==> src/rtl/alu_arb_pkg.sv <==
// Shared types for the LC-3 ALU arbiter: ALU op encoding, width and condition codes.
package alu_arb_pkg;

  localparam int unsigned ALU_WIDTH = 16;

  typedef enum logic [1:0] {
    ALU_ADD   = 2'b00,
    ALU_AND   = 2'b01,
    ALU_NOT   = 2'b10,
    ALU_PASSA = 2'b11
  } alu_op_t;

  // {N, Z, P}
  typedef logic [2:0] nzp_t;

  function automatic nzp_t nzp_of(input logic [ALU_WIDTH-1:0] v);
    if (v[ALU_WIDTH-1]) return 3'b100;
    if (v == '0)        return 3'b010;
    return 3'b001;
  endfunction

endpackage

==> src/rtl/alu_arbiter_if.sv <==
// Requester/response bundle for alu_arbiter. Rsp_NZP exists only when ALU_ARB_CC_EN is defined.
interface alu_arbiter_if
  import alu_arb_pkg::*;
#(
  parameter int unsigned N_REQ = 2,
  parameter int unsigned WIDTH = ALU_WIDTH
);
  localparam int unsigned IdW = $clog2(N_REQ);

  logic [N_REQ-1:0]            Req;
  logic [N_REQ-1:0][WIDTH-1:0] A_In;
  logic [N_REQ-1:0][WIDTH-1:0] B_In;
  logic [N_REQ-1:0][1:0]       K_In;
  logic                        Stall;
  logic [N_REQ-1:0]            Gnt;
  logic                        Rsp_Valid;
  logic [IdW-1:0]              Rsp_Id;
  logic [WIDTH-1:0]            Result;
`ifdef ALU_ARB_CC_EN
  nzp_t                        Rsp_NZP;

  modport master (
    output Req, A_In, B_In, K_In, Stall,
    input  Gnt, Rsp_Valid, Rsp_Id, Result, Rsp_NZP
  );
  modport slave (
    input  Req, A_In, B_In, K_In, Stall,
    output Gnt, Rsp_Valid, Rsp_Id, Result, Rsp_NZP
  );
`else
  modport master (
    output Req, A_In, B_In, K_In, Stall,
    input  Gnt, Rsp_Valid, Rsp_Id, Result
  );
  modport slave (
    input  Req, A_In, B_In, K_In, Stall,
    output Gnt, Rsp_Valid, Rsp_Id, Result
  );
`endif

endinterface

==> src/rtl/alu_arbiter_rr_picker.sv <==
// Combinational round-robin select: first set req bit after 'last', wrapping modulo N_REQ.
module alu_arbiter_rr_picker #(
  parameter int unsigned N_REQ = 2
) (
  input  logic [N_REQ-1:0]         req,
  input  logic [$clog2(N_REQ)-1:0] last,
  input  logic                     en,
  output logic [N_REQ-1:0]         gnt,
  output logic [$clog2(N_REQ)-1:0] idx
);
  localparam int unsigned IdW = $clog2(N_REQ);

  logic           found;
  logic [IdW-1:0] cand;

  // i runs to N_REQ so that 'last' itself is considered after all others.
  always_comb begin
    gnt   = '0;
    idx   = '0;
    found = 1'b0;
    cand  = '0;
    for (int unsigned i = 1; i <= N_REQ; i++) begin
      cand = IdW'((32'(last) + i) % N_REQ);
      if (en && !found && req[cand]) begin
        found     = 1'b1;
        gnt[cand] = 1'b1;
        idx       = cand;
      end
    end
  end

endmodule

==> src/rtl/lc3_alu.sv <==
// LC-3 ALU: ADD (mod 2^16), AND, NOT A, pass A. Purely combinational.
module lc3_alu
  import alu_arb_pkg::*;
(
  input  logic [ALU_WIDTH-1:0] a,
  input  logic [ALU_WIDTH-1:0] b,
  input  alu_op_t              k,
  output logic [ALU_WIDTH-1:0] y
);

  always_comb begin
    y = '0;
    unique case (k)
      ALU_ADD:   y = a + b;
      ALU_AND:   y = a & b;
      ALU_NOT:   y = ~a;
      ALU_PASSA: y = a;
    endcase
  end

endmodule

==> src/rtl/alu_arbiter.sv <==
// Round-robin front end sharing one LC-3 ALU; capture stage then registered result.
// Define ALU_ARB_CC_EN to add the registered Rsp_NZP condition-code output.
module alu_arbiter
  import alu_arb_pkg::*;
#(
  parameter int unsigned N_REQ = 2,
  parameter int unsigned WIDTH = ALU_WIDTH
) (
  input logic         Clk,
  input logic         Reset_n,
  alu_arbiter_if.slave bus
);
  localparam int unsigned IdW = $clog2(N_REQ);

  logic             pick_en;
  logic [N_REQ-1:0] gnt;
  logic [IdW-1:0]   gnt_idx;
  logic             gnt_any;

  logic [IdW-1:0]   last_q;
  logic             s1_valid_q;
  logic [WIDTH-1:0] s1_a_q;
  logic [WIDTH-1:0] s1_b_q;
  alu_op_t          s1_k_q;
  logic [IdW-1:0]   s1_id_q;

  logic [WIDTH-1:0] alu_y;
  logic [WIDTH-1:0] result_q;
  logic             rsp_valid_q;
  logic [IdW-1:0]   rsp_id_q;

  // Grants are suppressed both under back-pressure and while held in reset.
  assign pick_en = Reset_n & ~bus.Stall;

  alu_arbiter_rr_picker #(
    .N_REQ (N_REQ)
  ) u_picker (
    .req  (bus.Req),
    .last (last_q),
    .en   (pick_en),
    .gnt  (gnt),
    .idx  (gnt_idx)
  );

  assign gnt_any = |gnt;
  assign bus.Gnt = gnt;

  always_ff @(posedge Clk or negedge Reset_n) begin
    if (!Reset_n) begin
      last_q     <= IdW'(N_REQ - 1);
      s1_valid_q <= 1'b0;
      s1_a_q     <= '0;
      s1_b_q     <= '0;
      s1_k_q     <= ALU_ADD;
      s1_id_q    <= '0;
    end else if (!bus.Stall) begin
      s1_valid_q <= gnt_any;
      if (gnt_any) begin
        last_q  <= gnt_idx;
        s1_a_q  <= bus.A_In[gnt_idx];
        s1_b_q  <= bus.B_In[gnt_idx];
        s1_k_q  <= alu_op_t'(bus.K_In[gnt_idx]);
        s1_id_q <= gnt_idx;
      end
    end
  end

  lc3_alu u_alu (
    .a (s1_a_q),
    .b (s1_b_q),
    .k (s1_k_q),
    .y (alu_y)
  );

  always_ff @(posedge Clk or negedge Reset_n) begin
    if (!Reset_n) begin
      result_q    <= '0;
      rsp_valid_q <= 1'b0;
      rsp_id_q    <= '0;
    end else if (!bus.Stall) begin
      result_q    <= alu_y;
      rsp_valid_q <= s1_valid_q;
      rsp_id_q    <= s1_id_q;
    end
  end

  assign bus.Result    = result_q;
  assign bus.Rsp_Valid = rsp_valid_q;
  assign bus.Rsp_Id    = rsp_id_q;

`ifdef ALU_ARB_CC_EN
  nzp_t nzp_q;

  always_ff @(posedge Clk or negedge Reset_n) begin
    if (!Reset_n) begin
      nzp_q <= 3'b010;
    end else if (!bus.Stall) begin
      nzp_q <= nzp_of(alu_y);
    end
  end

  assign bus.Rsp_NZP = nzp_q;
`endif

endmodule

==> src/flat_wrapper.sv <==
// flat-port wrapper written by rule: the top's interface ports become plain ports
module alu_arbiter_flat import alu_arb_pkg::*;
#(
  parameter int unsigned N_REQ = 2,
  parameter int unsigned WIDTH = ALU_WIDTH
)
  (Clk, Reset_n, bus_Req, bus_A_In, bus_B_In, bus_K_In, bus_Stall, bus_Gnt, bus_Rsp_Valid, bus_Rsp_Id, bus_Result);
  alu_arbiter_if #(.N_REQ(N_REQ), .WIDTH(WIDTH)) bus_i ();
  input logic Clk;
  input logic Reset_n;
  input wire logic [$bits(bus_i.Req)-1:0] bus_Req;
  input wire logic [$bits(bus_i.A_In)-1:0] bus_A_In;
  input wire logic [$bits(bus_i.B_In)-1:0] bus_B_In;
  input wire logic [$bits(bus_i.K_In)-1:0] bus_K_In;
  input wire logic [$bits(bus_i.Stall)-1:0] bus_Stall;
  output wire logic [$bits(bus_i.Gnt)-1:0] bus_Gnt;
  output wire logic [$bits(bus_i.Rsp_Valid)-1:0] bus_Rsp_Valid;
  output wire logic [$bits(bus_i.Rsp_Id)-1:0] bus_Rsp_Id;
  output wire logic [$bits(bus_i.Result)-1:0] bus_Result;
  assign bus_i.Req = bus_Req;
  assign bus_i.A_In = bus_A_In;
  assign bus_i.B_In = bus_B_In;
  assign bus_i.K_In = bus_K_In;
  assign bus_i.Stall = bus_Stall;
  assign bus_Gnt = bus_i.Gnt;
  assign bus_Rsp_Valid = bus_i.Rsp_Valid;
  assign bus_Rsp_Id = bus_i.Rsp_Id;
  assign bus_Result = bus_i.Result;
  alu_arbiter #(.N_REQ(N_REQ), .WIDTH(WIDTH)) u_core (.Clk(Clk), .Reset_n(Reset_n), .bus(bus_i));
endmodule
==> config.mk <==
export PLATFORM = sky130hd
export DESIGN_NAME = alu_arbiter_flat
export DESIGN_NICKNAME = d
export VERILOG_FILES = /design/src/rtl/alu_arb_pkg.sv /design/src/rtl/alu_arbiter_if.sv /design/src/rtl/alu_arbiter_rr_picker.sv /design/src/rtl/lc3_alu.sv /design/src/rtl/alu_arbiter.sv /design/src/flat_wrapper.sv
export SDC_FILE = /design/constraint.sdc
export NUM_CORES = 1
export LEC_CHECK = 0
export ABC_AREA = 1
export CORE_ASPECT_RATIO = 0.5
export CORE_MARGIN = 3
export CORE_UTILIZATION = 54
export DETAILED_ROUTE_END_ITERATION = 7
export PLACE_DENSITY = 0.86
export SLEW_MARGIN = 20
export SYNTH_ARGS = -nofsm -noshare
export SYNTH_HDL_FRONTEND = slang
export SYNTH_HIERARCHICAL = 1
export SYNTH_SLANG_ARGS = --single-unit
export TNS_END_PERCENT = 1
==> constraint.sdc <==
create_clock -name Clk -period 2.5 [get_ports Clk]
set_clock_uncertainty 0.15 [all_clocks]
set_input_delay 0.625 -clock Clk [delete_from_list [all_inputs] [get_ports Clk]]
set_output_delay 0.625 -clock Clk [all_outputs]
set_load 0.02 [all_outputs]
# After elaboration in Yosys (flattened, before gate mapping)
# Index checks and enable logic that the tools add are counted.
# W data, S select, Z words.
# totals
register_bits	55
in_bits	73
output_inout_bits	20
word_cells	54
# op_classes
add_sub_neg	3
order_cmp	5
n_eq_ne	3
mux	20
bitwise	5
n_reduce_logical	9
# op_table
cell	n
$mux W16	4
$pmux W16 S4	1
$add A16 B16 Y16	1
$and A16 B16 Y16	1
$not A16 Y16	1
$mux W1	9
$mux W2	4
$lt A1 B2 Y1 const B	3
$logic_and A1 B1 Y1	5
$eq A2 B2 Y1 const B	2
$add A1 B1 Y1 const B	2
$demux W1 S1	2
$eq A2 B1 Y1 const B	1
$ge A1 B1 Y1 const B	2
$logic_not A2 Y1	1
$or A2 B2 Y2	1
$reduce_and A2 Y1	1
$reduce_or A2 Y1	1
$and A1 B1 Y1	1
$logic_not A1 Y1	1
$not A1 Y1	1

# Longest topological paths before layout
# Gate-level depths: netlist of the first run.
# depth
ltp_word	11
depth_mapped	12
depth_no_buf	12

# By module
# The synthesis of the first run kept the hierarchy.
# by_module_without_submodules
module	n_inst	cells_each	area_each_um2
alu_arbiter	1	346	2531.2
lc3_alu	1	256	1301.2
alu_arbiter_rr_picker	1	6	26.3

# Worst setup path before layout of the first run
# Ideal clock, no wire load.
# synth_timing
kind	input to register
start	input bus_Stall
end	register u_core.s1_a_q[10]
arrival_time_ns	2.169
required_ns	2.285
path_slack_ns	0.115
path_stages	9
path_cell_list	clkbuf_1 nor2_1 nand2_1 a21oi_1 nor2_1 nor2_4 buf_4 nand2_1 nand2_1
# synth_via
elab_chain_len	10
# synth_lines
item	line_no	text
start: declaration	flat_wrapper.sv:15	input wire logic [$bits(bus_i.Stall)-1:0] bus_Stall;
$not A1 Y1 (no source line) (*)	-	
$and A1 B1 Y1 (*)	alu_arbiter.sv:33	assign pick_en = Reset_n & ~bus.Stall;
net u_core.pick_en	alu_arbiter.sv:15	logic pick_en;
$logic_and A1 B1 Y1	alu_arbiter_rr_picker.sv:24	if (en && !found && req[cand]) begin
$mux W1	alu_arbiter_rr_picker.sv:24	
$logic_not A1 Y1	alu_arbiter_rr_picker.sv:24	
$logic_and A1 B1 Y1 (2 in series)	alu_arbiter_rr_picker.sv:24	
$mux W2 (*)	alu_arbiter_rr_picker.sv:24	
net bus_Gnt[1]	flat_wrapper.sv:16	output wire logic [$bits(bus_i.Gnt)-1:0] bus_Gnt;
$reduce_or A2 Y1 (*)	alu_arbiter.sv:45	assign gnt_any = |gnt;
$reduce_and A2 Y1 (no source line) (*)	-	
end signal: assignment	alu_arbiter.sv:60	s1_a_q <= bus.A_In[gnt_idx];
end: declaration	alu_arbiter.sv:22	logic [WIDTH-1:0] s1_a_q;
# The timed path passes the listed nets; every way through them passes the cells marked *. The select of a mux whose other input is x is not followed.
# A chain may end at the register's enable or synchronous reset.

# Final worst setup path of the first run
# layout_timing
start	input bus_Stall
end	output bus_Gnt[1]
# layout_via
elab_chain_len	8
# layout_lines
item	line_no
$not A1 Y1 (no source line) (*)	-
$and A1 B1 Y1 (*)	alu_arbiter.sv:33
net u_core.pick_en	alu_arbiter.sv:15
$logic_and A1 B1 Y1	alu_arbiter_rr_picker.sv:24
$mux W1	alu_arbiter_rr_picker.sv:24
$logic_not A1 Y1	alu_arbiter_rr_picker.sv:24
$logic_and A1 B1 Y1 (2 in series)	alu_arbiter_rr_picker.sv:24
$mux W2 (*)	alu_arbiter_rr_picker.sv:24
end: declaration	flat_wrapper.sv:16
# The timed path passes the listed nets; every way through them passes the cells marked *.

==> results.toml, run 1 <==
[outcome]
status = "finished, final reports clean"

[finish]
fin_nets = 789
antenna_cells = 0
layout-drive-gt1-share_pct = 5.71
syn2layout_area_growth_pct = 31.0
fill_cells = 580

[synthesis]
synth_area_leaders = "dfrtp_1, nand2_1, ha_1, inv_1, a221oi_1"
syn_inst = 608
syn-num-nets = 698
synth_top_area_share_pct = 35.0
avgSynthCellArea_um2 = 6.35
yosysSeqAreaShare_pct = 35.7
synth_flop_cell = "dfrtp_1"
ys_types = 29
synth.ff_latch_count = 55
yosys-top-cells-count = "nand2_1, dfrtp_1, inv_1"
yosys.area.top_type = "dfrtp_1"
yosysMostFrequentCell = "nand2_1"
synth_edf_count = 0
ys_async_sr_fraction_pct = 100
syn-cell-area_um2 = 3860
yosysWarningCount = 6

[drt]
drt-total-wl_um = 10300
drt_iter0_markers = 349
firstDrtPassIters = 5
wire_per_inst_um = 13.0
drc = 0
via_count = 4081
ant_nets = 0
routed_via_density = 5.15

[job]
cap_violations = 0

[worst_setup_path]
cpMaxStageDelayCell = "clkdlybuf4s50_1"
endpoint_kind = "output port"
cp_slowest_stage_delay_ps = 420
regToRegStartpoint = "u_core/s1_b_q[4]$_DFFE_PN0P_"
crit_family = "buffers and inverters"
critPathMaxFanout = 2
critPathRequiredTime_ps = 1730
start_kind = "input port"
crit_buf_inv = 2
path_cells = "clkdlybuf4s50_1 > nor2_1 > nand2_1 > a21oi_1 > buf_2"
worst_ep_arrival_time_ps = 1650
startpoint = "bus_Stall"
criticalPathCategory = "input port to output port"

[floorplan]
ios = 93
start_util_pct = 56.7
fp.dieH_um = 65.8
die_w_um = 126
coreArea_um2 = 6810
fp-row-count = 21
die_area_um2 = 8260

[sta]
finalHoldViolations = 0
holdWs_ps = 326
rsz0062_at_grt = "false"
maxSlewHeadroom_pct = 47.4
worst_slack_ps = 77.5
setup_viol = 0
fin_crit_ps = 2420
max_freq_mhz = 413
period_share_pct = 96.9
worstMarginPinSlew_ps = 788
finalSetupTns_ps = 0
slew_viol_final = 0

[global_route]
track_usage_pct = 26.0
grt-ovfl-total = 0
grt_antenna_before_repair = 0
grt_start_max_net_pins = 56
grt_pass1_vias = 3699
grt_pass1_wl_um = 17300

[placed_design]
dp_hpwl_um = 7730
port_buffers = 92
place_ws_ps = -363
place_congestion = 0.969

[clock_network]
clk_pin_slew_ps = 70
cts_buffers = 5
clock-sinks = 55
cts_setup_buffers = 0
htreeDepth = 2
cts_tree = "built"
cts.path.max_buffers = 2
cts-root-buf = "clkbuf_16"
worstSkewPairLatency_ps = 290

[power_and_ir_drop]
p_per_area_nw_per_um2 = 779
cellLeakagePower_nw = 2.80
peakVddDrop_mv = 0.348

[min_path]
hp-start = "u_core/s1_id_q$_DFFE_PN0P_"
hold_class = "register to register"
## final cells by class
| class | instances | area, µm² | area share (%) |
|---|---|---|---|
| clock inverters | 1 | 7.51 | 0.149 |
| clock buffers | 7 | 153 | 3.02 |
| multi-input cells | 480 | 2170 | 42.8 |
| well taps | 92 | 115 | 2.28 |
| flip-flops and latches | 55 | 1380 | 27.3 |
| repair buffers | 105 | 1040 | 20.6 |
| inverters | 52 | 195 | 3.86 |
## state kept, by name, summed over array words and instances, names as in the netlist
signal / count
u_core/s1_a_q: 16
u_core/bus.Result: 16
u_core/bus.Rsp_Id: 1
u_core/bus.Rsp_Valid: 1
u_core/s1_k_q: 2
u_core/s1_b_q: 16
u_core/s1_id_q: 1
u_core/s1_valid_q: 1
u_core/last_q: 1
## routing by layer
layer  GRT usage (%)  part of all wire, %
met1            37.8                   49
met2            38.5                   41
met3            5.48                  9.1
met4            8.78                  1.5
met5               0                    0
## placed cells by master (no fill, tap or decap), types with 2 or more instances in the layout
master,n
a221oi_1,15
buf_4,10
inv_1,49
buf_2,3
o21ai_0,11
nand2_1,358
nand3_1,15
a21oi_1,13
nor3_1,2
clkbuf_8,2
nand3_2,2
buf_12,3
nand3b_1,2
clkbuf_16,5
dfrtp_1,54
clkdlybuf4s50_1,89
nor2_1,29
nand2_2,4
inv_2,3
ha_1,17
## worst paths after layout
check | cells past startpoint | end | slack (ps)
worst max-delay path | 5 | bus_Gnt[1] | 80
worst min-delay path | 2 | u_core/bus.Rsp_Id$_DFFE_PN0N_ | 330
worst max register to register | 11 | u_core/bus.Result[15]$_DFFE_PN0N_ | 450
worst min register to register | 2 | u_core/bus.Rsp_Id$_DFFE_PN0N_ | 330
max in group asynchronous | 2 | u_core/s1_a_q[9]$_DFFE_PN0P_ | 1390
min in group asynchronous | 2 | u_core/bus.Result[11]$_DFFE_PN0N_ | 350
## metrics by stage
step / cells / util [%] / instance area [µm²] / total power, mW
after floorplan: 608 / - / 3860 / 2.46
after global placement: 784 / 72.1 / 4900 / 3.10
after detailed placement: 784 / 72.1 / 4900 / 3.16
after CTS: 792 / 74.3 / 5050 / 3.91
after global routing: 792 / 74.3 / 5050 / 4.22
final: 792 / 74.3 / 5050 / 3.94
## report_power, final
group          switching (mW)  internal, mW  total [mW]
Clock                   0.311         0.426       0.737
Combinational            1.09         0.773        1.86
Sequential              0.206          1.13        1.34
Total                    1.61          2.33        3.94
## worst register-to-register path: stages (launching register included)
cell     delay, ps
dfrtp_1        450
ha_1           370
nand2_1        100
nand2_1         90
a21oi_1        170
nand2_2        110
nand2_1         90
nand3_1         70
nand3_1         90
nand2_1        110
nand2_1        100
nand2_1         40
## logic make-up after synthesis
group | after synthesis | synth area share (%)
DFF | 55 | 35.7
AOI/OAI and AO/OA | 44 | 7.69
buffers and inverters | 73 | 8.27
and+or+nand+nor | 419 | 42.8
adders and majority gates | 17 | 5.51
## repair_timing
item,CTS,global route
resized for setup,8,0
setup endpoints to repair,2,0
hold buffers,0,0
No activity file was read; power rests on OpenSTA's default activity.
==> run 2, diff against run 1 <==
--- a/constraint.sdc
+++ b/constraint.sdc
@@ -4,2 +4,2 @@
 set_output_delay 0.625 -clock Clk [all_outputs]
-set_load 0.02 [all_outputs]
+set_load 0.005 [all_outputs]
==> run 2 against run 1 <==
Against the previous run:
- sequential share of layout area shrank 0.15 points
- cell area up 0.54%
- total power decreased by 2.2%
- clock power rose by 8.7%
- register-to-register slack got worse by 20 ps
- critical endpoint is now bus_Gnt[0]
- largest power group unchanged
==> results.toml, run 2 (same netlist as run 1, synthesis figures left out) <==
[sta]
slew_viol_final = 0
holdWs_ps = 325
period_share_pct = 97.3
maxSlewHeadroom_pct = 50.0
fin_crit_ps = 2430
max_freq_mhz = 411
rsz0062_at_grt = "false"
finalHoldViolations = 0
setup_viol = 0
worstMarginPinSlew_ps = 749

[worst_setup_path]
path_cells = "clkdlybuf4s50_1 > nor2_2 > nand2_1 > a21oi_2 > dlygate4sd2_1"
criticalPathCategory = "input port to output port"
reg2reg_slack_ps = 430
cpMaxStageDelayCell = "clkdlybuf4s50_1"
critPathMaxFanout = 2
start_kind = "input port"
critPathRequiredTime_ps = 1730
cp_slowest_stage_delay_ps = 440
worst_ep_arrival_time_ps = 1660
endpoint_kind = "output port"

[finish]
fin_nets = 789
finalCoreUtilization_pct = 74.7
layout-drive-gt1-share_pct = 6.00
layout_commonest_cell = "nand2_1"
most-common-layout-cells = "nand2_1, clkdlybuf4s50_1, dfrtp_1, inv_1, nor2_1"
antenna_cells = 0
syn2layout_area_growth_pct = 31.7

[drt]
ant_nets = 0
drt_iter0_markers = 325
drc = 0
wire_per_inst_um = 12.7
routed_via_density = 5.14
drt-total-wl_um = 10100
via_count = 4068
firstDrtPassIters = 5

[clock_network]
cts_tree = "built"
clock-sinks = 55
cts.path.max_buffers = 2
clk_pin_slew_ps = 60
cts_hold_repair.buffers = 0
cts_buffers = 5
htreeDepth = 2
worstSkewPairLatency_ps = 290
cts-root-buf = "clkbuf_16"

[floorplan]
coreArea_um2 = 6810
ios = 93
fp.dieH_um = 65.8
fp-row-count = 21
start_util_pct = 56.7
die_w_um = 126
die_area_um2 = 8260

[global_route]
grt_pass1_wl_um = 16800
grt_antenna_before_repair = 0
grt-ovfl-total = 0
track_usage_pct = 25.1
grt_pass1_vias = 3528
grt_start_max_net_pins = 56

[power_and_ir_drop]
peakVddDrop_mv = 0.381
cellLeakagePower_nw = 2.81
p_per_area_nw_per_um2 = 757

[placed_design]
place_congestion = 0.964
port_buffers = 92
dp_hpwl_um = 7590

[min_path]
hold_class = "input port to async pin"

[outcome]
status = "finished, final reports clean"

[job]
cap_violations = 0
-- run 2: report_power, final --
| part | total (mW) | internal [mW] | switching [mW] | leakage [nW] |
|---|---|---|---|---|
| sequential | 1.33 | 1.13 | 0.198 | 0.693 |
| combinational | 1.72 | 0.771 | 0.950 | 2.04 |
| clock | 0.801 | 0.498 | 0.303 | 0.0868 |
| total | 3.85 | 2.40 | 1.45 | 2.81 |
-- run 2: what timing repair did --
item                       CTS  global route
setup endpoints to repair    2             2
gates cloned                 0             0
resized for setup            3             4
setup buffers                0             0
-- run 2: final cells by class --
cell class	count	area (µm²)
multi-input cells	480	2180
inverters	52	195
clock inverters	2	35.0
clock buffers	6	139
repair buffers	105	1040
flip-flops and latches	55	1380
well taps	92	115
fillers	541	1720
-- run 2: critical path: cells and delay by family --
family                 cells  cell delay, ps
buffers and inverters      2             690
AO/OA/AOI/OAI              1             120
AND/OR/NAND/NOR            2             230
-- run 2: per-layer routing --
metal	global-route usage, %	wire length, µm
met5	0	0
met4	5.81	131
met3	5.89	954
met2	37.0	4090
met1	37.3	4890
-- run 2: worst paths after layout --
path                                                    start                           endpoint  cells past startpoint
worst max-delay path                                bus_Stall                         bus_Gnt[0]                      5
worst min-delay path                                  Reset_n  u_core/bus.Result[12]$_DFFE_PN0N_                      2
worst max register to register  u_core/s1_a_q[11]$_DFFE_PN0P_  u_core/bus.Result[13]$_DFFE_PN0N_                     11
worst min register to register     u_core/s1_id_q$_DFFE_PN0P_         u_core/s1_id_q$_DFFE_PN0P_                      2
max in group asynchronous                             Reset_n      u_core/s1_b_q[10]$_DFFE_PN0P_                      2
min in group Clk                   u_core/s1_id_q$_DFFE_PN0P_         u_core/s1_id_q$_DFFE_PN0P_                      2
-- run 2: through the flow --
step / instances / setup WS (ps) / power [mW] / area (µm²) / setup TNS, ps
finish: 792 / 67.1 / 3.85 / 5080 / 0
global route: 792 / 1.82 / 4.14 / 5080 / 0
CTS: 792 / 21.4 / 3.83 / 5080 / 0
detailed placement: 784 / -278 / 3.01 / 4900 / -530
global placement: 784 / -216 / 2.96 / 4900 / -416
floorplan: 608 / 368 / 2.32 / 3860 / 0
==> RTL change, RTL diff (config.mk and constraints of run 2) <==
`ALU_WIDTH`: 16 -> 20.
--- a/src/rtl/alu_arb_pkg.sv
+++ b/src/rtl/alu_arb_pkg.sv
@@ -3,3 +3,3 @@
 
-  localparam int unsigned ALU_WIDTH = 16;
+  localparam int unsigned ALU_WIDTH = 20;
 
Interface: changed (resized bus_A_In, bus_B_In and bus_Result); port bits go from 93 to 113. No check against the original RTL was run, so the function may have changed too.
==> RTL change against run 2 <==
Global-route usage up 4.3 points. Setup slack gained 48 ps. Power is 39% higher. Sequential cell count rose by 12. Area after synthesis increased by 24%. Routed wire length up 45%. Critical path depth is the same. Sequential power grew 24%. Highest routed layer unchanged. Count of clock-buffer cells in the layout rose by 6. Cell count grew 24%. Largest cell class unchanged. Final area rose by 27%. Maximum frequency is 2.0% higher.
==> RTL change: results (changes against run 2) <==
Hold WS 279 ps (was 325 ps); Std-Cell Rows 23 (was 21); number of CTS-inserted buffers 9 (was 5); Repair and plain buffers 136 (was 105); Ant. Diodes 1 (was 0); GR Util met2 0.447 (was 0.370); GP Congestion 0.961 (was 0.964); ranking of synthesized cells by area dfrtp_1, nand2_1, ha_1 (unchanged); Post-DP Area 0.00607 mm^2 (was 0.00490 mm^2); Clock Latency Late Sink 340 ps (was 290 ps); Reg area 0.00168 mm^2 (was 0.00138 mm^2); drt total wl 14600 um (was 10100 um); share of cells above drive strength 1 0.0806 (was 0.0600); R2R Setup Slk 130 ps (was 430 ps); fin nets 974 (was 789); routed vias/inst 5.29 (was 5.14); Buffers on Ports 112 (was 92); syn_nets 856 (was 698); clk sinks 67 (was 55); met1 global-route usage 0.411 (was 0.373); Met2 Routed Length 6190 um (was 4090 um); outcome finished clean (unchanged); count of clock buffers in the final design 12 (was 6); 1st-iter DRT viols 470 (was 325); multi-input logic cell count 603 (was 480); GR Util met3 0.100 (was 0.0589); Total Routing Usage GR 0.294 (was 0.251); Non-Filler Instances 982 (was 792); Clock-cell share 0.0510 (was 0.0342); H-tree depth 3 (was 2); vias in the first global route 4741 (was 3528); WL met1 6700 um (was 4890 um); r2r worst-path depth 15 (was 11); synth unique cells 32 (was 29); crit path DAT 1610 ps (was 1660 ps); setup ws final 115 ps (was 67.1 ps); Slew headroom 0.500 (about the same); RR Startpoint u_core/s1_a_q[0] (was u_core/s1_a_q[11]); worst setup path end bus_Gnt[1] (was bus_Gnt[0]); Layout Utilization 0.775 (was 0.747); first-pass GRT wire length 23400 um (was 16800 um); Signal buf overhead 0.207 (was 0.206); sequential area share after synthesis 0.350 (was 0.357); Critical Path Source bus_Stall (unchanged); min-delay worst type input port to async pin (unchanged); critical path's top delay family buffers and inverters (unchanged); Worst VDD drop 0.570 mV (was 0.381 mV); multi-input combinational area share 0.432 (was 0.428); hpwl dp 10600 um (was 7590 um); Pleak 3.49 nW (was 2.81 nW); Post-Syn Instances 746 (was 608); r2r endpoint u_core/bus.Result[12] (was u_core/bus.Result[13]); largest net degree at the start of global routing 43 (was 56); Filler cells 643 (was 541); dpl cells 961 (was 784); Synth top cells by count nand2_1, dfrtp_1, inv_1, nor2_1 (was nand2_1, dfrtp_1, inv_1, nor2_1, ha_1)
## RTL change: cell types whose count changed after synthesis, moves of 4 or more
cell,delta
nand2_1,+78
nor2_1,+14
dfrtp_1,+12
a21oi_1,+5
clkbuf_1,+5
inv_1,-5
nand3_1,+5
a221oi_1,+4
buf_6,+4
## RTL change: logic make-up (layout without fill, tap and decap cells)
| kind of cell | Yosys count | after routing | synth area share |
|---|---|---|---|
| other cells | 0 | 1 | 0 |
| xor+xnor | 2 | 2 | 0.00366 |
| buf+inv | 76 | 199 | 0.0760 |
| compound gates | 58 | 58 | 0.0817 |
| flops | 67 | 67 | 0.350 |
| simple gates | 522 | 522 | 0.432 |
| fa+ha+maj | 21 | 21 | 0.0564 |
## RTL change: report_power, final
group          switching, W  internal (W)
combinational       0.00129       0.00100
clock              0.000470      0.000926
sequential         0.000270       0.00138
## RTL change: timing repair
item                                   4_1_cts  5_1_grt
gates resized for setup                      5        8
pin swaps                                    1        3
setup buffers                                1        3
setup endpoints to repair                    2        5
endpoints found under the hold margin        0        0
